$ cat config.mk
export PLATFORM = sky130hd
export DESIGN_NAME = rx_frame_decoder
export DESIGN_NICKNAME = d
export VERILOG_FILES = /design/src/rtl/rx_frame_decoder.sv
export SDC_FILE = /design/constraint.sdc
export NUM_CORES = 1
export LEC_CHECK = 0
export ABC_AREA = 0
export BUFFER_PORTS_ARGS = -buffer_cell sky130_fd_sc_hd__buf_2
export CAP_MARGIN = 5
export CORE_MARGIN = 3
export CORE_UTILIZATION = 50
export DETAILED_ROUTE_END_ITERATION = 7
export PLACE_DENSITY = 0.66
export SETUP_SLACK_MARGIN = 0.15
export SLEW_MARGIN = 20
export SYNTH_ARGS = -nofsm -noshare
export SYNTH_HDL_FRONTEND = slang
export SYNTH_SLANG_ARGS = --single-unit
$ cat constraint.sdc
create_clock -name clk -period 2.8 [get_ports clk]
set_input_delay 0.42 -clock clk [delete_from_list [all_inputs] [get_ports clk]]
set_output_delay 0.42 -clock clk [all_outputs]
set_load 0.05 [all_outputs]
$ cat src/rtl/rx_frame_decoder.sv
// rtl/rx_frame_decoder.sv - framed UART byte decoder with escape, checksum, timeout and held-message handshake
module rx_frame_decoder #(
   parameter int unsigned MAX_BYTES      = 10,
   parameter logic [7:0]  SYNC_BYTE      = 8'h7E,
   parameter logic [7:0]  ESC_BYTE       = 8'hFE,
   parameter logic [7:0]  END_BYTE       = 8'h03,
   parameter bit          CHECKSUM_EN    = 1'b0,
   parameter int unsigned TIMEOUT_CYCLES = 100
) (
   input  logic                   clk,
   input  logic                   reset,
   input  logic [7:0]             in_data,
   input  logic                   in_valid,
   output logic [8*MAX_BYTES-1:0] msg_data,
   output logic [7:0]             msg_len,
   output logic                   msg_valid,
   input  logic                   msg_ack,
   output logic                   err_valid,
   output logic [2:0]             err_code,
   output logic                   busy
);

   localparam int TW = (TIMEOUT_CYCLES > 1) ? $clog2(TIMEOUT_CYCLES + 1) : 1;

   typedef enum logic [2:0] {S_IDLE, S_BCNT, S_BODY, S_CSUM, S_TAIL} state_t;

   localparam state_t S_AFTER_BODY = CHECKSUM_EN ? S_CSUM : S_TAIL;

   state_t                   state_q, state_d;
   logic                     esc_q, esc_d;
   logic [8*MAX_BYTES-1:0]   work_q, work_d;
   logic [7:0]               rcvd_q, rcvd_d;
   logic [7:0]               cnt_q, cnt_d;
   logic [7:0]               csum_q, csum_d;
   logic [TW-1:0]            tmo_q, tmo_d;
   logic [8*MAX_BYTES-1:0]   msg_data_q, msg_data_d;
   logic [7:0]               msg_len_q, msg_len_d;
   logic                     msg_valid_q, msg_valid_d;
   logic                     err_valid_q, err_valid_d;
   logic [2:0]               err_code_q, err_code_d;
   logic [6:1]               err_vec;
   logic                     complete;

   always_comb begin
      state_d     = state_q;
      esc_d       = esc_q;
      work_d      = work_q;
      rcvd_d      = rcvd_q;
      cnt_d       = cnt_q;
      csum_d      = csum_q;
      tmo_d       = tmo_q;
      msg_data_d  = msg_data_q;
      msg_len_d   = msg_len_q;
      msg_valid_d = msg_valid_q;
      err_vec     = '0;
      complete    = 1'b0;
      err_valid_d = 1'b0;
      err_code_d  = 3'd0;

      if (in_valid) begin
         tmo_d = '0;
         if (!esc_q && in_data == SYNC_BYTE) begin
            if (state_q != S_IDLE) err_vec[5] = 1'b1;
            state_d = S_BCNT;
            work_d  = '0;
            rcvd_d  = 8'd0;
            cnt_d   = 8'd0;
            csum_d  = 8'd0;
         end else if (!esc_q && in_data == ESC_BYTE) begin
            // Escape has no meaning outside a frame, so IDLE leaves the flag clear
            if (state_q != S_IDLE) esc_d = 1'b1;
         end else begin
            esc_d = 1'b0;
            case (state_q)
               S_BCNT: begin
                  cnt_d  = in_data;
                  csum_d = csum_q + in_data;
                  if (in_data > 8'(MAX_BYTES)) begin
                     err_vec[1] = 1'b1;
                     state_d    = S_IDLE;
                  end else if (in_data == 8'd0) begin
                     state_d = S_AFTER_BODY;
                  end else begin
                     state_d = S_BODY;
                  end
               end
               S_BODY: begin
                  for (int i = 0; i < int'(MAX_BYTES); i++)
                     if (rcvd_q == 8'(i)) work_d[8*i +: 8] = in_data;
                  rcvd_d = rcvd_q + 8'd1;
                  csum_d = csum_q + in_data;
                  if (rcvd_q + 8'd1 == cnt_q) state_d = S_AFTER_BODY;
               end
               S_CSUM: begin
                  if (in_data != csum_q) begin
                     err_vec[2] = 1'b1;
                     state_d    = S_IDLE;
                  end else begin
                     state_d = S_TAIL;
                  end
               end
               S_TAIL: begin
                  if (in_data != END_BYTE) err_vec[3] = 1'b1;
                  else                     complete   = 1'b1;
                  state_d = S_IDLE;
               end
               default: ;
            endcase
         end
      end else if (TIMEOUT_CYCLES != 0 && state_q != S_IDLE) begin
         if (tmo_q == TW'(TIMEOUT_CYCLES - 1)) begin
            err_vec[4] = 1'b1;
            state_d    = S_IDLE;
            esc_d      = 1'b0;
            tmo_d      = '0;
         end else begin
            tmo_d = tmo_q + 1'b1;
         end
      end

      if (msg_valid_q && msg_ack) msg_valid_d = 1'b0;
      // A completed frame replaces the held one only if the slot is free or freed this cycle
      if (complete) begin
         if (!msg_valid_q || msg_ack) begin
            msg_data_d  = work_d;
            msg_len_d   = cnt_q;
            msg_valid_d = 1'b1;
         end else begin
            err_vec[6] = 1'b1;
         end
      end

      err_valid_d = |err_vec;
      for (int i = 6; i >= 1; i--)
         if (err_vec[i]) err_code_d = 3'(i);
   end

   always_ff @(posedge clk or negedge reset) begin
      if (!reset) begin
         state_q     <= S_IDLE;
         esc_q       <= 1'b0;
         work_q      <= '0;
         rcvd_q      <= 8'd0;
         cnt_q       <= 8'd0;
         csum_q      <= 8'd0;
         tmo_q       <= '0;
         msg_data_q  <= '0;
         msg_len_q   <= 8'd0;
         msg_valid_q <= 1'b0;
         err_valid_q <= 1'b0;
         err_code_q  <= 3'd0;
      end else begin
         state_q     <= state_d;
         esc_q       <= esc_d;
         work_q      <= work_d;
         rcvd_q      <= rcvd_d;
         cnt_q       <= cnt_d;
         csum_q      <= csum_d;
         tmo_q       <= tmo_d;
         msg_data_q  <= msg_data_d;
         msg_len_q   <= msg_len_d;
         msg_valid_q <= msg_valid_d;
         err_valid_q <= err_valid_d;
         err_code_q  <= err_code_d;
      end
   end

   assign msg_data  = msg_data_q;
   assign msg_len   = msg_len_q;
   assign msg_valid = msg_valid_q;
   assign err_valid = err_valid_q;
   assign err_code  = err_code_q;
   assign busy      = (state_q != S_IDLE);

endmodule

==> results.cfg, run 1 <==
[clock_tree]
clkSinkCount = 208
clkLatencyLatePin_ns = 0.51
cts.clk_slew.worst_paths_ns = 0.06
clockRootBuffer = clkbuf_16
htreeDepth = 1
tritoncts = yes
numCtsBuffers = 22
cts.path.max_buffers = 3

[power]
power_density_nw_per_um2 = 655
p_leak_uw = 0.00520
p_int_uw = 5290
seq_power_share_pct = 45.0
ir_worst_vdd_mv = 0.458
combPwrFrac_pct = 11.3
switching_power_uw = 1720
clockPowerShare_pct = 43.7
swShare_pct = 24.6

[die]
die_h_microns = 140
io_pins = 106
start_util_pct = 51.7
fp.dieArea_sq_um = 19700
coreArea_sq_um = 17500
die_width_microns = 140
rows = 48

[drt]
dr.pass1.iters = 5
drc = 0
wirelength_mm = 22.7
viasPerCell = 5.66
wl_per_cell_microns = 18.2
vias = 7097
antenna_left = 0
first_iter_violations = 443

[synth]
syn_inst = 910
yosys.area.top_type_share_pct = 57.6
syn_avg_cell_area_sq_um = 9.93
synth_edf_count = 0
async_flop_share_pct = 100
ys_ff_latch = 208
ys.flop_type = dfrtp_1
synth_cell_types = 52
ys_seq_area_share_pct = 57.6
ys_warn_count = 0
syn_area_sq_um = 9030
synth_fp_nets = 935
synth_area_leaders = dfrtp_1 (58%), nand2_1 (9.8%), o21ai_0 (6.3%), a22o_1 (5.1%), o31ai_1 (2.4%)
yosysTopAreaCell = dfrtp_1

[outcome]
status = finished, final reports clean

[timing]
max_slew_margin_pct = 38.0
worst_pin_slew_ns = 0.923
rsz0062_at_grt = true
fin_crit_ns = 2.53
fin_hold_ws_ns = 0.253
fmax_ghz = 0.395
hold_viol_final = 0
setup_viol = 0
post-route-period-util_pct = 90.4
final_max_slew_viol_count = 0
clock_skew_ns = 0.00721
setup_slack_ns = 0.270
fin_setup_tns_ns = 0

[setup_path]
slowest_stage = or4_1
slowest_delay_ns = 0.63
cp-start-kind = flip-flop
end_kind = flip-flop
r2r-start = rcvd_q[5]$_DFFE_PN0P_
cp-startpoint = rcvd_q[5]$_DFFE_PN0P_
arrival_ns = 2.97
crit_buf_inv = 0
critical_path_cell_count = 5
path_max_fanout = 12
rr_worst_depth = 5
required_ns = 3.24
crit_chain = or4_1, nor3_2, nand2_1, nor2_1, a22o_1
critPathTopFamily = simple AND/OR/NAND/NOR gates
path_class = reg2reg

[placement]
place_ws_ns = 0.191
dp_hpwl_mm = 15.2
gp_congestion = 0.918
port_buffers = 105

[grt]
antenna_found_initial = 0
grt_pass1_wl_mm = 37.3
overflow = 0
grt_pass1_vias = 6803
grt_max_degree = 133
grt_use_total_pct = 23.2

[min_path]
worstHoldStart = in_data[3]
hold_path_depth = 3
worstHoldPathType = in2reg

[run]
maxCapViolCount = 0

[cells_and_area]
drive_gt1_share_pct = 19.3
multi_input_area_sq_um = 3550
regArea_sq_um = 5200
layout_common_cells = nand2_1 (235), dfrtp_1 (208), o21ai_0 (113), buf_2 (104), a22o_1 (53)
nets = 1041
fill_cells = 1502
antenna_cells = 0
fin_util_pct = 61.3
area_growth_pct = 18.6
layout_commonest_cell = nand2_1
-- cell families (layout without fill, tap and decap cells) --
group	after synthesis	after routing	share of synthesized area (%)
DFF	208	208	57.6
AOI/OAI and AO/OA	251	251	17.8
buffers and inverters	71	189	3.23
and+or+nand+nor	338	338	16.3
adders and majority gates	13	13	1.88
muxes	12	12	1.48
xor gates and xnor gates	17	17	1.65
-- repair_timing --
item                                    in CTS  in global routing
endpoints found under the setup margin       0                 36
hold buffers                                 1                  0
hold endpoints to repair                    74                  0
gates resized for setup                      0                  4
buffers inserted                             0                  0
-- state kept, by name, summed over array words and instances, names as in the netlist --
name,cells
state_q,3
err_valid,1
err_code,3
rcvd_q,8
esc_q,1
cnt_q,8
msg_len,8
csum_q,8
work_q,80
msg_data,80
msg_valid,1
tmo_q,7
-- through the flow --
| step | cell area (sq um) | instances | power [uW] |
|---|---|---|---|
| 2_1_floorplan | 9030 | 910 | 3730 |
| 3_3_place_gp | 9920 | 1216 | 3980 |
| 3_5_place_dp | 9920 | 1216 | 3990 |
| 4_1_cts | 10700 | 1253 | 7060 |
| 5_1_grt | 10700 | 1253 | 7290 |
| 6_report | 10700 | 1253 | 7010 |
-- power groups by stage --
stage                     Clock [uW]  Sequential (uW)  Combinational [uW]
after floorplan                    0             3190                 545
after global placement             0             3200                 776
after detailed placement           0             3210                 782
after CTS                       3120             3150                 793
after global routing            3230             3160                 896
final                           3070             3150                 792
-- worst paths after layout --
kind / endpoint / slack [ns]
setup / recovery: work_q[22]$_DFF_PN0_ / 0.27
max in group asynchronous: msg_data[53]$_DFFE_PN0P_ / 1.52
setup reg to reg: work_q[22]$_DFF_PN0_ / 0.27
hold reg to reg: work_q[68]$_DFF_PN0_ / 0.46
hold / removal: work_q[67]$_DFF_PN0_ / 0.25
min in group asynchronous: msg_data[20]$_DFFE_PN0P_ / 0.49
-- cell usage after synthesis, types with 3 or more instances --
cell type and count:
nand2_1 235, dfrtp_1 208, o21ai_0 113, a22o_1 53, clkbuf_1 41, nor2_1 35, o31ai_1 29, buf_2 20
a21oi_1 17, ha_1 12, mux2_2 11, o21ai_1 11, xnor2_1 10, nor3_1 9, inv_1 8, a22oi_1 7
xor2_1 7, nand2b_1 6, and3_1 5, and4_1 5, nand3_1 5, nand4_1 5, nor4_1 5, nor4b_1 5
a31oi_1 4, or3_1 4, and2_1 3, nand4b_1 3, or2_2 3
-- area by class of cell --
cell class	count	area share, %
flip-flops and latches	208	48.6
multi-input cells	631	33.1
repair buffers	143	8.14
clock buffers	31	6.11
well taps	225	2.63
clock inverters	5	1.04
inverters	10	0.350
-- worst reg2reg max path: stages (launching register included) --
cell and delay (ns):
dfrtp_1 0.44, or4_1 0.63, nor3_2 0.30, nand2_1 0.39, nor2_1 0.49, a22o_1 0.21
-- routing by layer --
metal  GRT usage, %  up-vias  wire length [microns]
li1               -     3406                      -
met3           3.31       48                   1240
met4           6.78        0                    753
met5              0        -                      0
met2           35.4      202                  10200
met1           34.9     3441                  10600
Power figures use the tool's default switching activity.
==> inputs of run 2 (changes only) <==
--- a/config.mk
+++ b/config.mk
@@ -8,7 +8,7 @@
 export ABC_AREA = 0
 export BUFFER_PORTS_ARGS = -buffer_cell sky130_fd_sc_hd__buf_2
 export CAP_MARGIN = 5
-export CORE_MARGIN = 3
+export CORE_MARGIN = 2
 export CORE_UTILIZATION = 50
 export DETAILED_ROUTE_END_ITERATION = 7
 export PLACE_DENSITY = 0.66
==> run 2 against run 1 <==
Against the previous run:
- non-clock buffer count stayed put
- clock power decreased by 6%
- power down 2.8%
- routed wire length fell by 2.3%
- register-to-register slack improved by 0.12 ns
- first-iteration DRC count up 12%
- via count is 0.77% lower
- cell area fell by 0.34%
- hold slack lost 0.0085 ns
- critical path depth is 1 lower
- sequential power barely moved
- fmax up 1.4%
==> results.cfg, run 2 (synthesized netlist as in run 1, its figures left out) <==
[setup_path]
critPathTopFamily = buffers and inverters
cp-startpoint = state_q[0]$_DFFE_PN0P_
rrSetupSlack_ns = 0.39
cp-endpoint = busy
path_max_fanout = 11
crit_buf_inv = 3
end_kind = output pin
r2r-start = rcvd_q[0]$_DFFE_PN0P_
required_ns = 2.38
r2r-end = state_q[1]$_DFFE_PN0P_
slowest_stage = dfrtp_1
cp-start-kind = flip-flop
rr_worst_depth = 7
arrival_ns = 2.07
path_class = reg2out
slowest_delay_ns = 0.50
crit_chain = nor3_1, buf_4, clkinv_1, buf_2
critical_path_cell_count = 4

[clock_tree]
cts.clk_slew.worst_paths_ns = 0.06
htreeDepth = 1
tritoncts = yes
clkLatencyLatePin_ns = 0.51
cts.path.max_buffers = 3
clkSinkCount = 208
post_cts_buffers = 0
clockRootBuffer = clkbuf_16
numCtsBuffers = 23

[timing]
clock_skew_ns = 0.0202
fin_setup_tns_ns = 0
post-route-period-util_pct = 89.1
fmax_ghz = 0.401
rsz0062_at_grt = false
setup_viol = 0
max_slew_margin_pct = 35.0
hold_viol_final = 0
final_max_slew_viol_count = 0
fin_crit_ns = 2.49
worst_pin_slew_ns = 0.968

[cells_and_area]
layout_commonest_cell = nand2_1
layout_common_cells = nand2_1 (235), dfrtp_1 (208), o21ai_0 (113), buf_2 (104), a22o_1 (53)
area_growth_pct = 18.2
nets = 1042
antenna_cells = 0
drive_gt1_share_pct = 19.2

[power]
p_leak_uw = 0.00518
p_total_uw = 6820
power_density_nw_per_um2 = 638
ir_worst_vdd_mv = 0.586

[drt]
vias = 7042
top_layer = met4
wl_met3_mm = 1.21
wl_per_cell_microns = 17.6
m1WireLength_mm = 10.2
drc = 0
wirelength_mm = 22.2
dr.pass1.iters = 5
dr_wl_met2_mm = 10.5
first_iter_violations = 494
viasPerCell = 5.58
antenna_left = 0

[min_path]
worstHoldPathType = in2reg

[grt]
overflow = 0
grt_use_total_pct = 23.6
grt_pass1_vias = 6947
grt_pass1_wl_mm = 37.2
antenna_found_initial = 0
grt_max_degree = 113

[die]
fp.dieArea_sq_um = 19200
start_util_pct = 50.6
io_pins = 106
die_width_microns = 138
die_h_microns = 138
coreArea_sq_um = 17800
rows = 49

[placement]
port_buffers = 105
dp_hpwl_mm = 15.0
gp_congestion = 0.923

[run]
maxCapViolCount = 0

[outcome]
status = finished, final reports clean
==> run 2: power by group <==
part	switching [uW]	internal (uW)	total (uW)
Sequential	71.0	3080	3150
Clock	1170	1710	2880
Combinational	473	310	783
==> run 2: cell type report <==
cell class | instances | area (sq um)
tap | 229 | 287
timing repair buffer | 143 | 872
fill | 1558 | 7160
sequential | 208 | 5200
clock buffer | 34 | 657
inverter | 10 | 37.5
multi-input combinational | 631 | 3550
clock inverter | 7 | 63.8
==> run 2: how the worst min path moves through the flow <==
stage / start / to / depth (start not counted)
floorplan: reset / cnt_q[0]$_DFFE_PN0P_ / 0
finish: in_valid / tmo_q[5]$_DFFE_PN0P_ / 2
global placement: work_q[66]$_DFF_PN0_ / work_q[66]$_DFF_PN0_ / 2
CTS: in_valid / tmo_q[5]$_DFFE_PN0P_ / 2
global route: in_valid / tmo_q[4]$_DFFE_PN0P_ / 2
detailed placement: reset / msg_data[26]$_DFFE_PN0P_ / 1
==> run 2: per-stage QoR <==
| stage | instance area [sq um] | setup slack [ns] | std cells | hold WS (ns) | utilization (%) |
|---|---|---|---|---|---|
| 2_1_floorplan | 9030 | 0.581 | 910 | 0.124 | - |
| 3_3_place_gp | 9930 | 0.297 | 1220 | 0.438 | 55.6 |
| 3_5_place_dp | 9930 | 0.219 | 1220 | 0.447 | 55.6 |
| 4_1_cts | 10700 | 0.326 | 1262 | 0.218 | 59.7 |
| 5_1_grt | 10700 | 0.151 | 1262 | 0.247 | 59.8 |
| 6_report | 10700 | 0.305 | 1262 | 0.244 | 59.8 |
==> run 2: layer usage <==
| metal | vias up | track usage [%] |
|---|---|---|
| li1 | 3408 | - |
| met1 | 3409 | 34.7 |
| met2 | 194 | 37.5 |
| met3 | 31 | 3.33 |
| met4 | 0 | 6.07 |
| met5 | - | 0 |
==> run 2: repair_timing <==
action,CTS,global route
hold buffers,1,0
gates resized for setup,0,4
setup endpoints to repair,0,29
hold endpoints to repair,59,0
==> run 2: worst register-to-register path, cell delays in order, from the launching register on <==
cell      delay, ns
dfrtp_1        0.51
ha_1           0.28
nand3_1        0.12
or2_2          0.37
a211o_1        0.28
a311oi_1       0.42
and4_1         0.26
o21ai_1        0.07
